$ cat src/rtl/msadc_pkg.sv
// Shared types and constants for the multislope ADC sequencer.
package msadc_pkg;

    typedef enum logic [2:0] {
        StIdle,
        StRunup,
        StSettle,
        StRundown,
        StResult,
        StReset
    } state_e;

    // Bit positions inside the packed switch vector {in, up, dn, rst, vref}
    localparam int unsigned SwIn   = 4;
    localparam int unsigned SwUp   = 3;
    localparam int unsigned SwDn   = 2;
    localparam int unsigned SwRst  = 1;
    localparam int unsigned SwVref = 0;

    localparam logic [4:0] SwPatIdle  = 5'b00011;  // integrator shorted, vref on
    localparam logic [4:0] SwPatOff   = 5'b00000;
    localparam logic [4:0] SwPatRunup = 5'b10001;  // input + vref, slope bits added per tick

    // Bit positions inside res_flags
    localparam int unsigned FlagZero = 2;
    localparam int unsigned FlagDrop = 1;
    localparam int unsigned FlagSat  = 0;

    function automatic int unsigned max3(input int unsigned a, input int unsigned b,
                                         input int unsigned c);
        int unsigned m;
        m = (a > b) ? a : b;
        return (m > c) ? m : c;
    endfunction

endpackage

$ cat src/rtl/msadc_rundown_timer.sv
// Comparator synchroniser plus the gated, saturating clk-rate run-down counter.
// arm latches the run-down polarity from the synchronised comparator and clears the count.
module msadc_rundown_timer
    import msadc_pkg::*;
#(
    parameter int unsigned RUNDOWN_W = 16
) (
    input  logic                 clk,
    input  logic                 rst,
    input  logic                 comp_n,
    input  logic                 arm,
    input  logic                 run,
    output logic                 comp,
    output logic                 sign,
    output logic [RUNDOWN_W-1:0] count,
    output logic                 sat
);

    logic sync1_q, sync2_q;
    logic gate_q;

    assign comp = sync2_q;

    // Two-flop synchroniser for the asynchronous, active-low comparator
    always_ff @(posedge clk or posedge rst) begin
        if (rst) begin
            sync1_q <= 1'b0;
            sync2_q <= 1'b0;
        end else begin
            sync1_q <= ~comp_n;
            sync2_q <= sync1_q;
        end
    end

    // Count while the comparator still agrees with the polarity; first disagreement freezes it
    always_ff @(posedge clk or posedge rst) begin
        if (rst) begin
            sign   <= 1'b0;
            count  <= '0;
            sat    <= 1'b0;
            gate_q <= 1'b0;
        end else if (arm) begin
            sign   <= comp;
            count  <= '0;
            sat    <= 1'b0;
            gate_q <= 1'b1;
        end else if (run && gate_q) begin
            if (comp != sign) begin
                gate_q <= 1'b0;
            end else if (&count) begin
                sat <= 1'b1;
            end else begin
                count <= count + 1'b1;
            end
        end
    end

endmodule

$ cat src/rtl/msadc_sequencer.sv
// Multislope integrating-ADC sequencer: prescaler, conversion FSM and result register.
// Optional build macro MSADC_AUTOZERO_EN alternates input and zero conversions.
module msadc_sequencer
    import msadc_pkg::*;
#(
    parameter int unsigned CLK_DIV       = 40,
    parameter int unsigned PERIOD        = 100,
    parameter int unsigned MINOR         = 10,
    parameter int unsigned RESET_TICKS   = 4000,
    parameter int unsigned SETTLE_TICKS  = 20,
    parameter int unsigned RUNDOWN_TICKS = 1200,
    parameter int unsigned RUNUP_W       = 15,
    parameter int unsigned RUNDOWN_W     = 16
) (
    input  logic                 clk,
    input  logic                 rst,
    input  logic                 start_en,
    input  logic                 comp_n,
    input  logic [RUNUP_W-1:0]   cfg_runup_len,
    output logic                 sw_in,
    output logic                 sw_up,
    output logic                 sw_dn,
    output logic                 sw_rst,
    output logic                 sw_vref,
    output logic                 res_valid,
    input  logic                 res_ready,
    output logic [RUNUP_W-1:0]   res_runup,
    output logic [RUNUP_W-1:0]   res_len,
    output logic                 res_sign,
    output logic [RUNDOWN_W-1:0] res_rundown,
    output logic [2:0]           res_flags,
    output logic                 busy
);

    localparam int unsigned PW = $clog2(CLK_DIV);
    localparam int unsigned KW = $clog2(PERIOD);
    localparam int unsigned CW = $clog2(max3(RESET_TICKS, SETTLE_TICKS, RUNDOWN_TICKS) + 1);

    localparam logic [PW-1:0] PrescLast   = PW'(CLK_DIV - 1);
    localparam logic [KW-1:0] KLast       = KW'(PERIOD - 1);
    localparam logic [KW-1:0] KMinor      = KW'(MINOR);
    localparam logic [KW-1:0] KMajor      = KW'(PERIOD - MINOR);
    localparam logic [CW-1:0] SettleLast  = CW'(SETTLE_TICKS - 1);
    localparam logic [CW-1:0] RundownLast = CW'(RUNDOWN_TICKS - 1);
    localparam logic [CW-1:0] ResetLast   = CW'(RESET_TICKS - 1);

    state_e               state_q, state_d;
    logic [PW-1:0]        presc_q;
    logic [KW-1:0]        k_q;
    logic [RUNUP_W-1:0]   per_q, len_q, runup_q;
    logic                 d_q;
    logic [CW-1:0]        cnt_q;
    logic                 load_q;
    logic [4:0]           sw;

    logic                 tick, k_last, runup_done, runup_dn;
    logic                 settle_last, rundown_last, reset_last;
    logic                 start_conv, arm, zero_conv;
    logic                 comp, rd_sign, rd_sat;
    logic [RUNDOWN_W-1:0] rd_count;

    assign tick         = (presc_q == PrescLast);
    assign k_last       = (k_q == KLast);
    assign runup_done   = k_last && (per_q == len_q);
    assign settle_last  = (cnt_q == SettleLast);
    assign rundown_last = (cnt_q == RundownLast);
    assign reset_last   = (cnt_q == ResetLast);
    assign runup_dn     = d_q ? (k_q < KMinor) : (k_q < KMajor);
    assign start_conv   = tick && start_en &&
                          ((state_q == StIdle) || ((state_q == StReset) && reset_last));
    assign arm          = tick && start_en && (state_q == StSettle) && settle_last;
    assign busy         = (state_q != StIdle);

    assign {sw_in, sw_up, sw_dn, sw_rst, sw_vref} = sw;

    msadc_rundown_timer #(
        .RUNDOWN_W(RUNDOWN_W)
    ) u_timer (
        .clk   (clk),
        .rst   (rst),
        .comp_n(comp_n),
        .arm   (arm),
        .run   (state_q == StRundown),
        .comp  (comp),
        .sign  (rd_sign),
        .count (rd_count),
        .sat   (rd_sat)
    );

    // Free-running prescaler producing a one-clk tick every CLK_DIV clks
    always_ff @(posedge clk or posedge rst) begin
        if (rst) presc_q <= '0;
        else if (tick) presc_q <= '0;
        else presc_q <= presc_q + 1'b1;
    end

    // State register
    always_ff @(posedge clk or posedge rst) begin
        if (rst) state_q <= StIdle;
        else state_q <= state_d;
    end

    // Next state: moves only on tick, start_en low aborts from anywhere
    always_comb begin
        state_d = state_q;
        if (tick) begin
            if (!start_en) begin
                state_d = StIdle;
            end else begin
                case (state_q)
                    StIdle:    state_d = StRunup;
                    StRunup:   if (runup_done) state_d = StSettle;
                    StSettle:  if (settle_last) state_d = StRundown;
                    StRundown: if (rundown_last) state_d = StResult;
                    StResult:  state_d = StReset;
                    StReset:   if (reset_last) state_d = StRunup;
                    default:   state_d = StIdle;
                endcase
            end
        end
    end

    // Switch outputs decoded from state; up/dn are complements so never both high
    always_comb begin
        sw = SwPatIdle;
        unique case (state_q)
            StRunup: begin
                sw        = SwPatRunup;
                sw[SwIn]  = ~zero_conv;
                sw[SwDn]  = runup_dn;
                sw[SwUp]  = ~runup_dn;
            end
            StSettle: sw = SwPatOff;
            StRundown: begin
                sw       = SwPatOff;
                sw[SwUp] = rd_sign;
                sw[SwDn] = ~rd_sign;
            end
            default: sw = SwPatIdle;
        endcase
    end

    // Run-up bookkeeping and tick counters for the timed states
    always_ff @(posedge clk or posedge rst) begin
        if (rst) begin
            k_q     <= '0;
            per_q   <= '0;
            len_q   <= '0;
            runup_q <= '0;
            d_q     <= 1'b0;
            cnt_q   <= '0;
        end else if (tick) begin
            if (start_conv) begin
                len_q   <= cfg_runup_len;
                k_q     <= '0;
                per_q   <= '0;
                runup_q <= '0;
                d_q     <= 1'b0;
            end else if (state_q == StRunup) begin
                if (k_last) begin
                    k_q <= '0;
                    // The final period (per_q == len_q) carries no decision
                    if (per_q != len_q) begin
                        d_q     <= comp;
                        runup_q <= runup_q + RUNUP_W'(comp);
                        per_q   <= per_q + 1'b1;
                    end
                end else begin
                    k_q <= k_q + 1'b1;
                end
            end
            case (state_q)
                StSettle:  cnt_q <= settle_last  ? '0 : cnt_q + 1'b1;
                StRundown: cnt_q <= rundown_last ? '0 : cnt_q + 1'b1;
                StReset:   cnt_q <= reset_last   ? '0 : cnt_q + 1'b1;
                default:   cnt_q <= '0;
            endcase
        end
    end

`ifdef MSADC_AUTOZERO_EN
    logic zero_q;

    // Alternate input/zero on back-to-back conversions; a start from idle is always input
    always_ff @(posedge clk or posedge rst) begin
        if (rst) zero_q <= 1'b0;
        else if (start_conv) zero_q <= (state_q == StReset) ? ~zero_q : 1'b0;
    end

    assign zero_conv = zero_q;
`else
    assign zero_conv = 1'b0;
`endif

    // Result register: load one clk after the RESULT tick, hold until accepted
    always_ff @(posedge clk or posedge rst) begin
        if (rst) begin
            load_q      <= 1'b0;
            res_valid   <= 1'b0;
            res_runup   <= '0;
            res_len     <= '0;
            res_sign    <= 1'b0;
            res_rundown <= '0;
            res_flags   <= '0;
        end else begin
            load_q <= tick && start_en && (state_q == StResult);
            if (load_q) begin
                res_valid             <= 1'b1;
                res_runup             <= runup_q;
                res_len               <= len_q;
                res_sign              <= rd_sign;
                res_rundown           <= rd_count;
                res_flags[FlagZero]   <= zero_conv;
                // Concurrent accept consumes the old result, so it is not a drop
                res_flags[FlagDrop]   <= res_valid && !res_ready;
                res_flags[FlagSat]    <= rd_sat;
            end else if (res_valid && res_ready) begin
                res_valid <= 1'b0;
            end
        end
    end

endmodule

$ cat config.mk
export PLATFORM = sky130hd
export DESIGN_NAME = msadc_sequencer
export DESIGN_NICKNAME = d
export VERILOG_FILES = /design/src/rtl/msadc_pkg.sv /design/src/rtl/msadc_rundown_timer.sv /design/src/rtl/msadc_sequencer.sv
export SDC_FILE = /design/constraint.sdc
export NUM_CORES = 1
export LEC_CHECK = 0
export ABC_CLOCK_PERIOD_IN_PS = 7260
export CORE_UTILIZATION = 57
export DETAILED_ROUTE_END_ITERATION = 8
export PLACE_DENSITY = 0.87
export SETUP_SLACK_MARGIN = 0.2
export SYNTH_ARGS = -nofsm -noshare
export SYNTH_HDL_FRONTEND = slang
export SYNTH_SLANG_ARGS = --single-unit
$ cat constraint.sdc
create_clock -name clk -period 7.26 [get_ports clk]
set_clock_uncertainty 0.2 [all_clocks]
set_input_delay 1.452 -clock clk [delete_from_list [all_inputs] [get_ports clk]]
set_output_delay 1.452 -clock clk [all_outputs]
set_load 0.05 [all_outputs]
# [Yosys cells after proc, flatten, opt, wreduce, memory -nomap -nowiden]
# Cells that the tools add are included.
[word_totals] ff_bits=146 latchBits=0 ramBits=0 mem_bits_ro=0 in_bits=20 out_inout_bits=57 word_cells=121 memories=0
[op_classes] add_sub_neg=6 multipliers=0 div=0 magnitude_cmp=2 n_eq_ne=19 n_shift=0 muxes=41 n_bitwise=3 reduce_logical=29
[op_table] op="$mux 15" count=8
[op_table] op="$mux 16" count=4
[op_table] op="$mux 12" count=3
[op_table] op="$pmux 12 s3" count=1
[op_table] op="$mux 7" count=3
[op_table] op="$pmux 3 s6" count=1
[op_table] op="$add 16x1->16 const B" count=1
[op_table] op="$reduce_and 16->1" count=1
[op_table] op="$add 15x1->15" count=1
[op_table] op="$add 15x1->15 const B" count=1
[op_table] op="$eq 15x15->1" count=1
[op_table] op="$mux 3" count=5
[op_table] op="$ne 15x15->1" count=1
[op_table] op="$pmux 5 s3" count=1
[op_table] op="$mux 1" count=14
[op_table] op="$reduce_bool 2->1" count=7
[op_table] op="$add 12x1->12 const B" count=1
[op_table] op="$eq 12x11->1 const B" count=1
[op_table] op="$eq 12x12->1 const B" count=1
[op_table] op="$eq 12x5->1 const B" count=1
[op_table] op="$ne 3x3->1 const B" count=4
[op_table] op="$logic_and 1x1->1" count=10
[op_table] op="$add 7x1->7 const B" count=1
[op_table] op="$eq 7x7->1 const B" count=1
[op_table] op="19 further kinds" count=27

# [Longest topological paths before layout]
# Gate-level depths: netlist of run 1.
[logic_depth] word_depth=6 mapped_depth=9

# [Cells and area by module]
# From an unflattened synthesis of run 1, not the netlist that was laid out.
[unflattened] hier_cells=670 hier_area_um2=6984.2
[modules_own_cells] mod="msadc_sequencer" instances=1 cells_each=550 area_each_um2=5836.8
[modules_own_cells] mod="msadc_rundown_timer" instances=1 cells_each=120 area_each_um2=1147.4

# [Worst setup path before layout of run 1]
# No wires, ideal clock.
[synth_timing] kind="register to output" start="reg k_q[2]" end="out sw_dn" t_arrival_ns=1.964 required_time_ns=5.608 path_slack_ns=3.644 stages_incl_launch_ff=7 path_buffers=0 path_cell_list="dfrtp_1 o21a_1 or3_1 a21oi_1 nor3_1 a21oi_1 nor2b_1"
[synth_via] elab_chain_cells=3
[synth_rtl] element="start: declaration" line_no="msadc_sequencer.sv:49" source="logic [KW-1:0] k_q;"
[synth_rtl] element="start signal: assignment" line_no="msadc_sequencer.sv:169" source="k_q <= k_q + 1'b1;"
[synth_rtl] element="$lt 7x7->1 / $lt 7x4->1 (equally long branches)" line_no="msadc_sequencer.sv:68" source="assign runup_dn = d_q ? (k_q < KMinor) : (k_q < KMajor);"
[synth_rtl] element="$mux 1 *" line_no="msadc_sequencer.sv:68"
[synth_rtl] element="$pmux 5 s3 *" line_no="msadc_sequencer.sv:126" source="unique case (state_q)"
[synth_rtl] element="end: declaration" line_no="msadc_sequencer.sv:22" source="output logic sw_dn,"
# Mark *: on every way between the ends. The rest lies on a longest branch, timed or not.

# [Worst setup path after layout of run 1]
[layout_timing] start="reg k_q[1]" end="out sw_dn"
# The elaborated chain is that of the path after synthesis.

==> summary.md, run 1 <==
| Metric | Value |
|---|---|
| Port Buffers | 75 |
| Compound-cell area share of the yosys netlist | 0.104 |
| Diode count | 0 |
| Wirelength per Cell | 17.2 um |
| Floorplan row count | 40 |
| Final WL | 15.7 mm |
| Area share of fa/ha/maj cells after synthesis | 0.0124 |
| RSZ-0062 raised after global routing | false |
| Die area | around 13,000 um^2 |
| Status | finished clean |
| Worst-case vdd ir drop | 0.204 mV |
| HP Start | u_timer.sync1_q |
| Mux share of post-synthesis cell area | 0.0852 |
| Chip height | ~110 um |
| Worst slew margin | 0.242 |
| Worst Hold Class | flop to flop |
| Worst-Skew Late Latency | between 0.4 and 0.5 ns |
| I/O pins | 77 |
| CP Capture Type | output pin |
| Post-Synth Simple-Gate Area | 0.199 |
| Grt total ovfl | 0 |
| Post-synthesis sequential area ratio | 0.517 |
| Placed instance area | 7910 um^2 |
| Req. time, crit path | 5.61 ns |
| CTS tree | built |
| Synth Flop Type | dfrtp_1 |
| GRT Util Overall | 0.267 |
| Hold worst-path end | u_timer.comp |
| Xor/xnor share of the synthesized area | 0.0570 |
| Clock Tree Buf Depth | 2 |
| Worst-margin pin slew | 1.14 ns |
| Final setup TNS | 0 ns |
| Crit Path Category | flop to output pin |
| Sink Count | 146 |
| Crit path DAT | between 2 and 3 ns |
| DRC | 0 |
| Worst reg2reg startpoint | per_q[0] |
| Hold_ws | 0.149 ns |
| CP Cell Sequence | o21a_1 -> or3_1 -> a21oi_1 -> nor3_1 -> a21oi_1 -> nor2b_1 -> clkdlybuf4s50_1 |
| WHS Path Cells | 0 |
| Gp weighted congestion | between 0.8 and 0.9 |
| Detailed placer's ending HPWL | 10.4 mm |
| Worst path slowest cell | clkdlybuf4s50_1 |
| Largest stage delay, worst path | 0.82 ns |
| Post-CTS Setup Inserts | 0 |
| Most common cell in the netlist | dfrtp_1 |
| Largest family of logic cells by synthesized area | simple AND/OR/NAND/NOR gates |
| Clock root buffer master | clkbuf_16 |
| Reg2reg path depth | 6 |
| Largest net degree at the start of global routing | 89 |
| Final net count | 758 |
| Core Box Area | 12,100 um^2 |
| Worst reg-to-reg setup slack | ~4.4 ns |
| #FFs+latches synth | between 100 and 150 |
| Synth cell types | 65 |
| Total CTS buffers | 17 |
| Antenna violations before repair | 0 |
| DRT iter0 DRCs | 415 |
| Average size of a mapped cell | 10.7 um^2 |
| Util after Layout | 0.711 |
| Placed Cells | 880 |
| Final Setup Violations | 0 |
| Via/cell ratio | roughly 5.9 |
| Crit-path most repeated cell | a21oi_1 |
| CP top delay family | buffers and inverters |
| Max Clk Rate | 227 MHz |
| Async SR Flop Fraction | 1.00 |
| RR Endpoint | state_q[0] |
| PwrDens | 221 nW/um^2 |
| Vias after detailed routing | 5,410 |
| Synth cell count leaders | 146 x dfrtp_1, 86 x nand2_1, 54 x nor2_1, 49 x mux2_2, 37 x nand3_1 |
| Final period utilization | 0.608 |
| WP depth | 7 |
| Post-Syn Area | 7060 um^2 |
| Post-CTS Resized | 0 |
| Critical path fanouts, max | 5 |
| Hold Violations, Final | 0 |
| EDFF count, synth | 0 |
| Tmin final | 4.41 ns |
| Worst-path clk slew | around 0.060 ns |
| Vias in the first global route | 5,534 |
| # hold bufs at CTS | 0 |
| Max-cap violations | 0 |
| Type of origin of the critical path | flop |
| Pre-antenna DRT Iters | 5 |
| H-tree levels | 4 |
| Cells after synthesis | about 660 |
| Area grow syn2layout | 21.5% |
| Leakage power | 0.00367 uW |
| Layout cells sized above 1 | 0.141 |
| Final ANT Viol Nets | 0 |
| Yosys top cell area share | 0.517 |
| Cell area after layout | 8580 um^2 |
| First-pass GRT wire length | 26.9 mm |
| Synthesized Nets | 690 |
| Die X | 113 um |
| Top cells by area, synth | dfrtp_1 52%, mux2_2 7.8%, nand2_1 4.6% |
| Yosys warns | 0 |
| Cell taking the most area after synthesis | dfrtp_1 |
| Initial Util | 0.586 |
| Layout Cells excl Fill | between 900 and 1,000 |
| WP buf/inv | 1 |
| Final Slew Violations | 0 |
logic make-up after synthesis:
group / Yosys count
mux: 54
compound gates: 103
xor+xnor: 46
flops: 146
other cells: 1
buf+inv: 35
simple gates: 271
fa+ha+maj: 7
metal layers:
metal | up-vias | wire, um | GRT usage
met5 | - | 0 | 0
met2 | 164 | 8110 | 0.461
met3 | 34 | 750 | 0.0686
met1 | 2712 | 6530 | 0.323
met4 | 0 | 325 | 0.0982
li1 | 2500 | - | -
flip-flops by register name (all words and copies together), names as in the netlist:
register,cells
res_flags,2
per_q,15
u_timer.comp,1
u_timer.sat,1
u_timer.sign,1
k_q,7
res_sign,1
u_timer.sync1_q,1
d_q,1
u_timer.count,16
runup_q,15
res_len,15
load_q,1
presc_q,6
res_rundown,16
cnt_q,12
len_q,15
u_timer.gate_q,1
state_q,3
res_valid,1
res_runup,15
worst register-to-register path, stage by stage, from the launching register on:
cell and delay (ns):
dfrtp_1 0.47, xnor2_1 0.21, nand4_1 0.15, nor2_1 0.78, nand2_1 0.47, o211ai_1 0.29
nand4_1 0.12
worst max-delay path by stage:
stage,start,end,slack (ns)
after global routing,k_q[2],sw_dn,2.64
after floorplan,rst,cnt_q[0],1.69
after CTS,k_q[2],sw_dn,2.84
final,k_q[1],sw_dn,2.85
after detailed placement,start_en,u_timer.sign,3.25
after global placement,k_q[2],sw_dn,3.36
power by group:
| group | switching [uW] | total, uW | internal [uW] |
|---|---|---|---|
| registers | 17.1 | 843 | 826 |
| logic | 34.3 | 59.0 | 24.7 |
| clock network | 341 | 995 | 654 |
through the flow:
step,total power (uW),setup WS [ns]
6_report,1900,2.85
5_1_grt,1950,2.64
4_1_cts,1910,2.84
3_5_place_dp,917,3.25
3_3_place_gp,913,3.36
2_1_floorplan,892,1.69
layout by cell type (no fill, tap or decap), types with 5 or more instances in the layout:
cell type        instances
and4_1                   6
nand2b_1                 6
clkbuf_16               17
bufinv_16                6
and3_1                   7
inv_1                    5
o21ai_0                 27
nand3_1                 37
mux2_2                  49
nand4_1                 17
xor2_1                  22
ha_1                     7
dfrtp_1                145
nor2_1                  54
nor3_1                   8
or3_1                    7
xnor2_1                 24
mux2i_1                  5
clkdlybuf4s50_1         75
nand2_1                 86
a21oi_1                 25
and2_1                   7
nor2b_1                  6
cell type report:
type / instances / area, um^2
flip-flops and latches: 146 / 3650
clock inverters: 13 / 231
fillers: 823 / 3480
multi-input cells: 482 / 3240
repair buffers: 78 / 773
well taps: 168 / 210
clock buffers: 19 / 443
inverters: 6 / 27.5
Note: power is estimated with default switching activity, not from simulation.
==> inputs of run 2 (changes only) <==
--- a/config.mk
+++ b/config.mk
@@ -5,7 +5,7 @@
 export SDC_FILE = /design/constraint.sdc
 export NUM_CORES = 1
 export LEC_CHECK = 0
-export ABC_CLOCK_PERIOD_IN_PS = 7260
+export ABC_CLOCK_PERIOD_IN_PS = 4600
 export CORE_UTILIZATION = 57
 export DETAILED_ROUTE_END_ITERATION = 8
 export PLACE_DENSITY = 0.87
==> constraint.sdc (replaced) <==
create_clock -name clk -period 4.6 [get_ports clk]
set_clock_uncertainty 0.2 [all_clocks]
set_input_delay 0.92 -clock clk [delete_from_list [all_inputs] [get_ports clk]]
set_output_delay 0.92 -clock clk [all_outputs]
set_load 0.05 [all_outputs]
==> summary.md, run 2 (synthesis results as in run 1) <==
| Metric | Value |
|---|---|
| Status | finished clean (unchanged) |
| Critical path fanouts, max | 5 (unchanged) |
| Final setup TNS | 0 ns (unchanged) |
| Placed Cells | 884 (was 880) |
| P_sw | 574 uW (was 393 uW) |
| Diode count | 0 (unchanged) |
| Req. time, crit path | 3.48 ns (was 5.61 ns) |
| Detailed placer's ending HPWL | 10.2 mm (was 10.4 mm) |
| Die X | 113 um (unchanged) |
| Worst-margin pin slew | 1.11 ns (was 1.14 ns) |
| Layout Cells excl Fill | 915 (was 912) |
| Port Buffers | 75 (unchanged) |
| Final period utilization | 0.838 |
| Antenna violations before repair | 0 (unchanged) |
| First-pass GRT wire length | 26.4 mm (was 26.9 mm) |
| Type of origin of the critical path | flop (unchanged) |
| Clock root buffer master | clkbuf_16 (unchanged) |
| Leakage power | 0.00365 uW (was 0.00367 uW) |
| Final Slew Violations | 0 (unchanged) |
| Crit Path Category | flop to output pin (unchanged) |
| P_int | 2200 uW (was 1500 uW) |
| Worst-path clk slew | 0.06 ns (about the same) |
| RSZ-0062 raised after global routing | false (unchanged) |
| Sw Ratio | 0.207 (about the same) |
| Via/cell ratio | 5.98 (was 5.93) |
| Tmin final | ~3.9 ns |
| Setup WS pre-CTS | 1.18 ns (was 3.25 ns) |
| Commonest non-fill, non-tap cell in the layout | dfrtp_1 (unchanged) |
| Initial Util | 0.586 (unchanged) |
| Pre-antenna DRT Iters | 5 (unchanged) |
| CTS tree | built (unchanged) |
| Post-CTS Resized | 0 (unchanged) |
| Chip height | 113 um (unchanged) |
| Worst reg-to-reg setup slack | 1.73 ns (was 4.43 ns) |
| Core Box Area | 12,100 um^2 (unchanged) |
| I/O pins | 77 (unchanged) |
| Grt total ovfl | 0 (unchanged) |
| # hold bufs at CTS | 0 (unchanged) |
| Total Power | 2770 uW (was 1900 uW) |
| Flop pwr share | 0.481 (was 0.444) |
| Most frequent cells in the layout | 145 x dfrtp_1, 86 x nand2_1, 75 x clkdlybuf4s50_1, 54 x nor2_1, 49 x mux2_2 (unchanged) |
| Final ANT Viol Nets | 0 (unchanged) |
| Floorplan row count | 40 (unchanged) |
| Vias in the first global route | 5,536 (was 5,534) |
| Worst-case vdd ir drop | 0.277 mV (was 0.204 mV) |
| Max Clk Rate | 259 MHz |
| Placed instance area | 7950 um^2 (was 7910 um^2) |
| Setup WS post-layout | 0.743 ns (was 2.85 ns) |
| Worst slew margin | 0.257 (was 0.242) |
| Worst Hold Class | flop to flop (unchanged) |
| Clock share of power | 0.484 (was 0.524) |
| Cell area after layout | 8520 um^2 (was 8580 um^2) |
| GRT Util Overall | 0.261 (was 0.267) |
| Largest net degree at the start of global routing | 54 (was 89) |
| Max-cap violations | 0 (unchanged) |
| Post-CTS Setup Inserts | 0 (unchanged) |
| Crit path DAT | 2.74 ns (was 2.76 ns) |
| Total CTS buffers | 17 (unchanged) |
| Die area | 12,800 um^2 (unchanged) |
| Final Setup Violations | 0 (unchanged) |
| DRT iter0 DRCs | 434 (was 415) |
| DRC | 0 (unchanged) |
| Final WL | 15.6 mm (was 15.7 mm) |
| Biggest regs | res_rundown x16, u_timer.count x16 (unchanged) |
| CP Capture Type | output pin (unchanged) |
| Comb pwr share | 0.035 (was 0.031) |
| Hold Violations, Final | 0 (unchanged) |
| Layout cells sized above 1 | 0.139 (was 0.141) |
| Gp weighted congestion | 0.867 (was 0.857) |
| Clock Tree Buf Depth | 2 (unchanged) |
| Final net count | 762 (was 758) |
| Area grow syn2layout | 20.6% (was 21.5%) |
| Vias after detailed routing | 5,475 (was 5,410) |
| Sink Count | 146 (unchanged) |
| H-tree levels | 4 (unchanged) |
| Worst-Skew Late Latency | 0.42 ns (about the same) |
| PwrDens | 325 nW/um^2 (was 221 nW/um^2) |
| Wirelength per Cell | 17.1 um (was 17.2 um) |
run 2: power by group through the flow:
stage               combinational (uW)  clock (uW)  sequential, uW
floorplan                         64.1           0            1340
global placement                  92.4           0            1350
detailed placement                97.2           0            1350
CTS                               98.4        1360            1330
global route                       109        1420            1330
finish                            96.4        1340            1330
run 2: area by class of cell:
class | count | area [um^2]
clock inverter | 5 | 75.1
multi-input combinational | 482 | 3240
tap | 168 | 210
sequential | 146 | 3650
timing repair buffer | 82 | 816
inverter | 6 | 26.3
clock buffer | 26 | 499
fill | 846 | 3540
run 2: through the flow:
stage / util / hold WS [ns]
2_1_floorplan: - / 0.131
3_3_place_gp: 0.659 / 0.135
3_5_place_dp: 0.659 / 0.155
4_1_cts: 0.707 / 0.179
5_1_grt: 0.707 / 0.185
6_report: 0.707 / 0.189
run 2: metal layers:
layer,GRT usage,part of all wire
met1,0.323,0.41
met2,0.444,0.52
met3,0.0573,0.046
met4,0.111,0.018
met5,0,0
run 2: path summary, 6_finish.rpt:
| path | from | end | cells after the start |
|---|---|---|---|
| max | k_q[1] | sw_dn | 7 |
| min | u_timer.sync1_q | u_timer.comp | 0 |
| max reg2reg | len_q[12] | state_q[0] | 6 |
| min reg2reg | u_timer.sync1_q | u_timer.comp | 0 |
| max in group asynchronous | rst | u_timer.count[13] | 3 |
| min in group asynchronous | rst | res_runup[12] | 2 |
run 2: critical path, cell delays in order (launching register included):
cell             delay, ns
dfrtp_1               0.43
o21a_1                0.22
or3_1                 0.30
a21oi_1               0.15
nor3_1                0.07
a21oi_1               0.20
nor2b_1               0.15
clkdlybuf4s50_1       0.80
==> inputs of run 3 (changes only) <==
--- a/config.mk
+++ b/config.mk
@@ -5,10 +5,10 @@
 export SDC_FILE = /design/constraint.sdc
 export NUM_CORES = 1
 export LEC_CHECK = 0
-export ABC_CLOCK_PERIOD_IN_PS = 4600
-export CORE_UTILIZATION = 57
+export ABC_CLOCK_PERIOD_IN_PS = 3200
+export CORE_UTILIZATION = 51
 export DETAILED_ROUTE_END_ITERATION = 8
-export PLACE_DENSITY = 0.87
+export PLACE_DENSITY = 0.83
 export SETUP_SLACK_MARGIN = 0.2
 export SYNTH_ARGS = -nofsm -noshare
 export SYNTH_HDL_FRONTEND = slang
==> constraint.sdc (replaced) <==
create_clock -name clk -period 3.2 [get_ports clk]
set_clock_uncertainty 0.2 [all_clocks]
set_input_delay 0.64 -clock clk [delete_from_list [all_inputs] [get_ports clk]]
set_output_delay 0.64 -clock clk [all_outputs]
set_load 0.05 [all_outputs]
==> summary.md, run 3 (synthesis results as in run 1) <==
| Metric | Value |
|---|---|
| Worst reg2reg startpoint | state_q[0] (was len_q[12]) |
| Final setup TNS | 0 ns (unchanged) |
| Tmin final | just under 3 ns |
| Status | finished clean (unchanged) |
| HP Start | u_timer.sync1_q (unchanged) |
| Leakage power | 0.00374 uW (was 0.00365 uW) |
| Clock root buffer master | clkbuf_16 (unchanged) |
| Crit Path Category | flop to output pin (unchanged) |
| Largest net degree at the start of global routing | 116 (was 54) |
| Worst-Skew Late Latency | 0.41 ns (was 0.42 ns) |
| Final ANT Viol Nets | 0 (unchanged) |
| Gp weighted congestion | 0.908 (was 0.867) |
| Total CTS buffers | 17 (unchanged) |
| Total Power | 4170 uW (was 2770 uW) |
| Detailed placer's ending HPWL | 10.3 mm (was 10.2 mm) |
| Cell area after layout | 8700 um^2 (was 8520 um^2) |
| Placed Cells | 899 (was 884) |
| Worst-case vdd ir drop | 0.381 mV (was 0.277 mV) |
| Layout cells sized above 1 | 0.165 (was 0.139) |
| Worst slew margin | 0.546 (was 0.257) |
| Diode count | 0 (unchanged) |
| Largest stage delay, worst path | 0.44 ns (was 0.80 ns) |
| Final Setup Violations | 0 (unchanged) |
| Via/cell ratio | 5.87 (was 5.98) |
| Most frequent cells in the layout | 144 x dfrtp_1, 86 x nand2_1, 70 x clkdlybuf4s50_1, 54 x nor2_1, 49 x mux2_2 (was 145 x dfrtp_1, 86 x nand2_1, 75 x clkdlybuf4s50_1, 54 x nor2_1, 49 x mux2_2) |
| I/O pins | 77 (unchanged) |
| Reg2reg path depth | 6 (unchanged) |
| Worst Hold Class | flop to flop (unchanged) |
| Type of origin of the critical path | flop (unchanged) |
| DRT iter0 DRCs | 614 (was 434) |
| Final net count | 774 (was 762) |
| Grt total ovfl | 0 (unchanged) |
| Clock Tree Buf Depth | 2 (unchanged) |
| Final period utilization | 0.913 |
| Chip height | 120 um (was 113 um) |
| Hold worst-path end | u_timer.comp (unchanged) |
| CP Cell Sequence | o21a_1 -> or3_1 -> a21oi_1 -> nor3_2 -> a21oi_2 -> nor2b_4 -> buf_12 (was o21a_1 -> or3_1 -> a21oi_1 -> nor3_1 -> a21oi_1 -> nor2b_1 -> clkdlybuf4s50_1) |
| Die X | 120 um (was 113 um) |
| Floorplan row count | 42 (was 40) |
| RSZ-0062 raised after global routing | false (unchanged) |
| Pre-antenna DRT Iters | 5 (unchanged) |
| Sink Count | 146 (unchanged) |
| Worst-path clk slew | 0.06 ns (about the same) |
| Die area | 14,300 um^2 (was 12,800 um^2) |
| Layout Cells excl Fill | 935 (was 915) |
| DRC | 0 (unchanged) |
| GRT Util Overall | 0.231 (was 0.261) |
| CTS tree | built (unchanged) |
| Placed instance area | 8020 um^2 (was 7950 um^2) |
| Initial Util | 0.527 (was 0.586) |
| Max Clk Rate | 342 MHz |
| Final WL | 15.4 mm (was 15.6 mm) |
| Vias after detailed routing | 5,489 (was 5,475) |
| WP buf/inv | 1 (unchanged) |
| # hold bufs at CTS | 0 (unchanged) |
| CP Capture Type | output pin (unchanged) |
| RR Endpoint | per_q[13] (was state_q[0]) |
| Worst reg-to-reg setup slack | 0.51 ns (was 1.73 ns) |
| Worst-margin pin slew | 0.678 ns (was 1.11 ns) |
| Hold Violations, Final | 0 (unchanged) |
| Port Buffers | 75 (unchanged) |
| Biggest regs | res_rundown x16, u_timer.count x16 (unchanged) |
| Vias in the first global route | 5,426 (was 5,536) |
| Crit path DAT | 2.08 ns (was 2.74 ns) |
| Core Box Area | 13,400 um^2 (was 12,100 um^2) |
| Worst path slowest cell | dfrtp_2 (was clkdlybuf4s50_1) |
| Max-cap violations | 0 (unchanged) |
| Area grow syn2layout | 23.2% (was 20.6%) |
| Antenna violations before repair | 0 (unchanged) |
| Critical path fanouts, max | 6 (was 5) |
| WHS Path Cells | 0 (unchanged) |
| Final Slew Violations | 0 (unchanged) |
| Commonest non-fill, non-tap cell in the layout | dfrtp_1 (unchanged) |
| H-tree levels | 4 (unchanged) |
| Req. time, crit path | 2.36 ns (was 3.48 ns) |
| PwrDens | 480 nW/um^2 (was 325 nW/um^2) |
| Wirelength per Cell | 16.5 um (was 17.1 um) |
| First-pass GRT wire length | 26.4 mm (unchanged) |
| CP top delay family | simple AND/OR/NAND/NOR gates (was buffers and inverters) |
==> run 3: cell count changes in the layout (fill, tap and decap cells not counted), sizes merged <==
cell	previous run	this run
clkinv	3	1
dlygate4sd2	0	3
inv	5	6
bufinv	2	4
buf	7	20
clkinvlp	1	3
clkbuf	26	24
clkdlybuf4s50	75	70
==> run 3: layout make-up <==
| cell class | instances | area (um^2) |
|---|---|---|
| Inverter | 6 | 26.3 |
| Sequential cell | 146 | 3660 |
| Clock buffer | 23 | 488 |
| Timing Repair Buffer | 94 | 907 |
| Fill cell | 957 | 4700 |
| Clock inverter | 8 | 149 |
| Multi-Input combinational cell | 482 | 3260 |
| Tap cell | 176 | 220 |
==> run 3: through the flow <==
step / utilization / setup WS (ns) / hold WS, ns
global route: 0.649 / 0.208 / 0.156
floorplan: - / 0.396 / 0.131
finish: 0.649 / 0.278 / 0.148
detailed placement: 0.599 / 0.267 / 0.136
global placement: 0.599 / 0.307 / 0.134
CTS: 0.646 / 0.0904 / 0.149
==> run 3: worst reg2reg max path, delay by kind of cell (launching register included) <==
family / cells / cell delay, ns
AO/OA/AOI/OAI: 1 / 0.17
flip-flops: 1 / 0.59
AND/OR/NAND/NOR: 5 / 1.67
==> run 3: worst max-delay path by stage <==
| stage | start | to | slack (ns) | cells past startpoint |
|---|---|---|---|---|
| final | k_q[2] | sw_dn | 0.28 | 7 |
| after global routing | state_q[1] | sw_vref | 0.21 | 3 |
| after CTS | k_q[2] | sw_up | 0.09 | 7 |
| after detailed placement | k_q[2] | sw_up | 0.27 | 7 |
| after global placement | k_q[2] | sw_up | 0.31 | 7 |
| after floorplan | k_q[2] | sw_dn | 0.40 | 6 |
==> run 3: what timing repair did <==
item,in CTS,in global routing
pin swaps,0,2
resized for setup,6,5
endpoints found under the hold margin,0,0
endpoints found under the setup margin,5,2
buffers inserted,0,5
==> run 3: metal layers <==
layer / global-route usage / wire length, um / up-vias / share of wire
met4: 0.0797 / 198 / 0 / 0.013
met1: 0.305 / 6740 / 2722 / 0.44
li1: - / - / 2550 / -
met2: 0.374 / 7660 / 193 / 0.50
met3: 0.0537 / 817 / 24 / 0.053
met5: 0 / 0 / - / 0
==> run 3: power by group <==
| group | switching [uW] | internal (uW) | leakage (uW) |
|---|---|---|---|
| clock | 734 | 1390 | 0.000306 |
| combinational | 78.6 | 61.4 | 0.00159 |
| sequential | 38.4 | 1880 | 0.00185 |
| total | 851 | 3320 | 0.00374 |
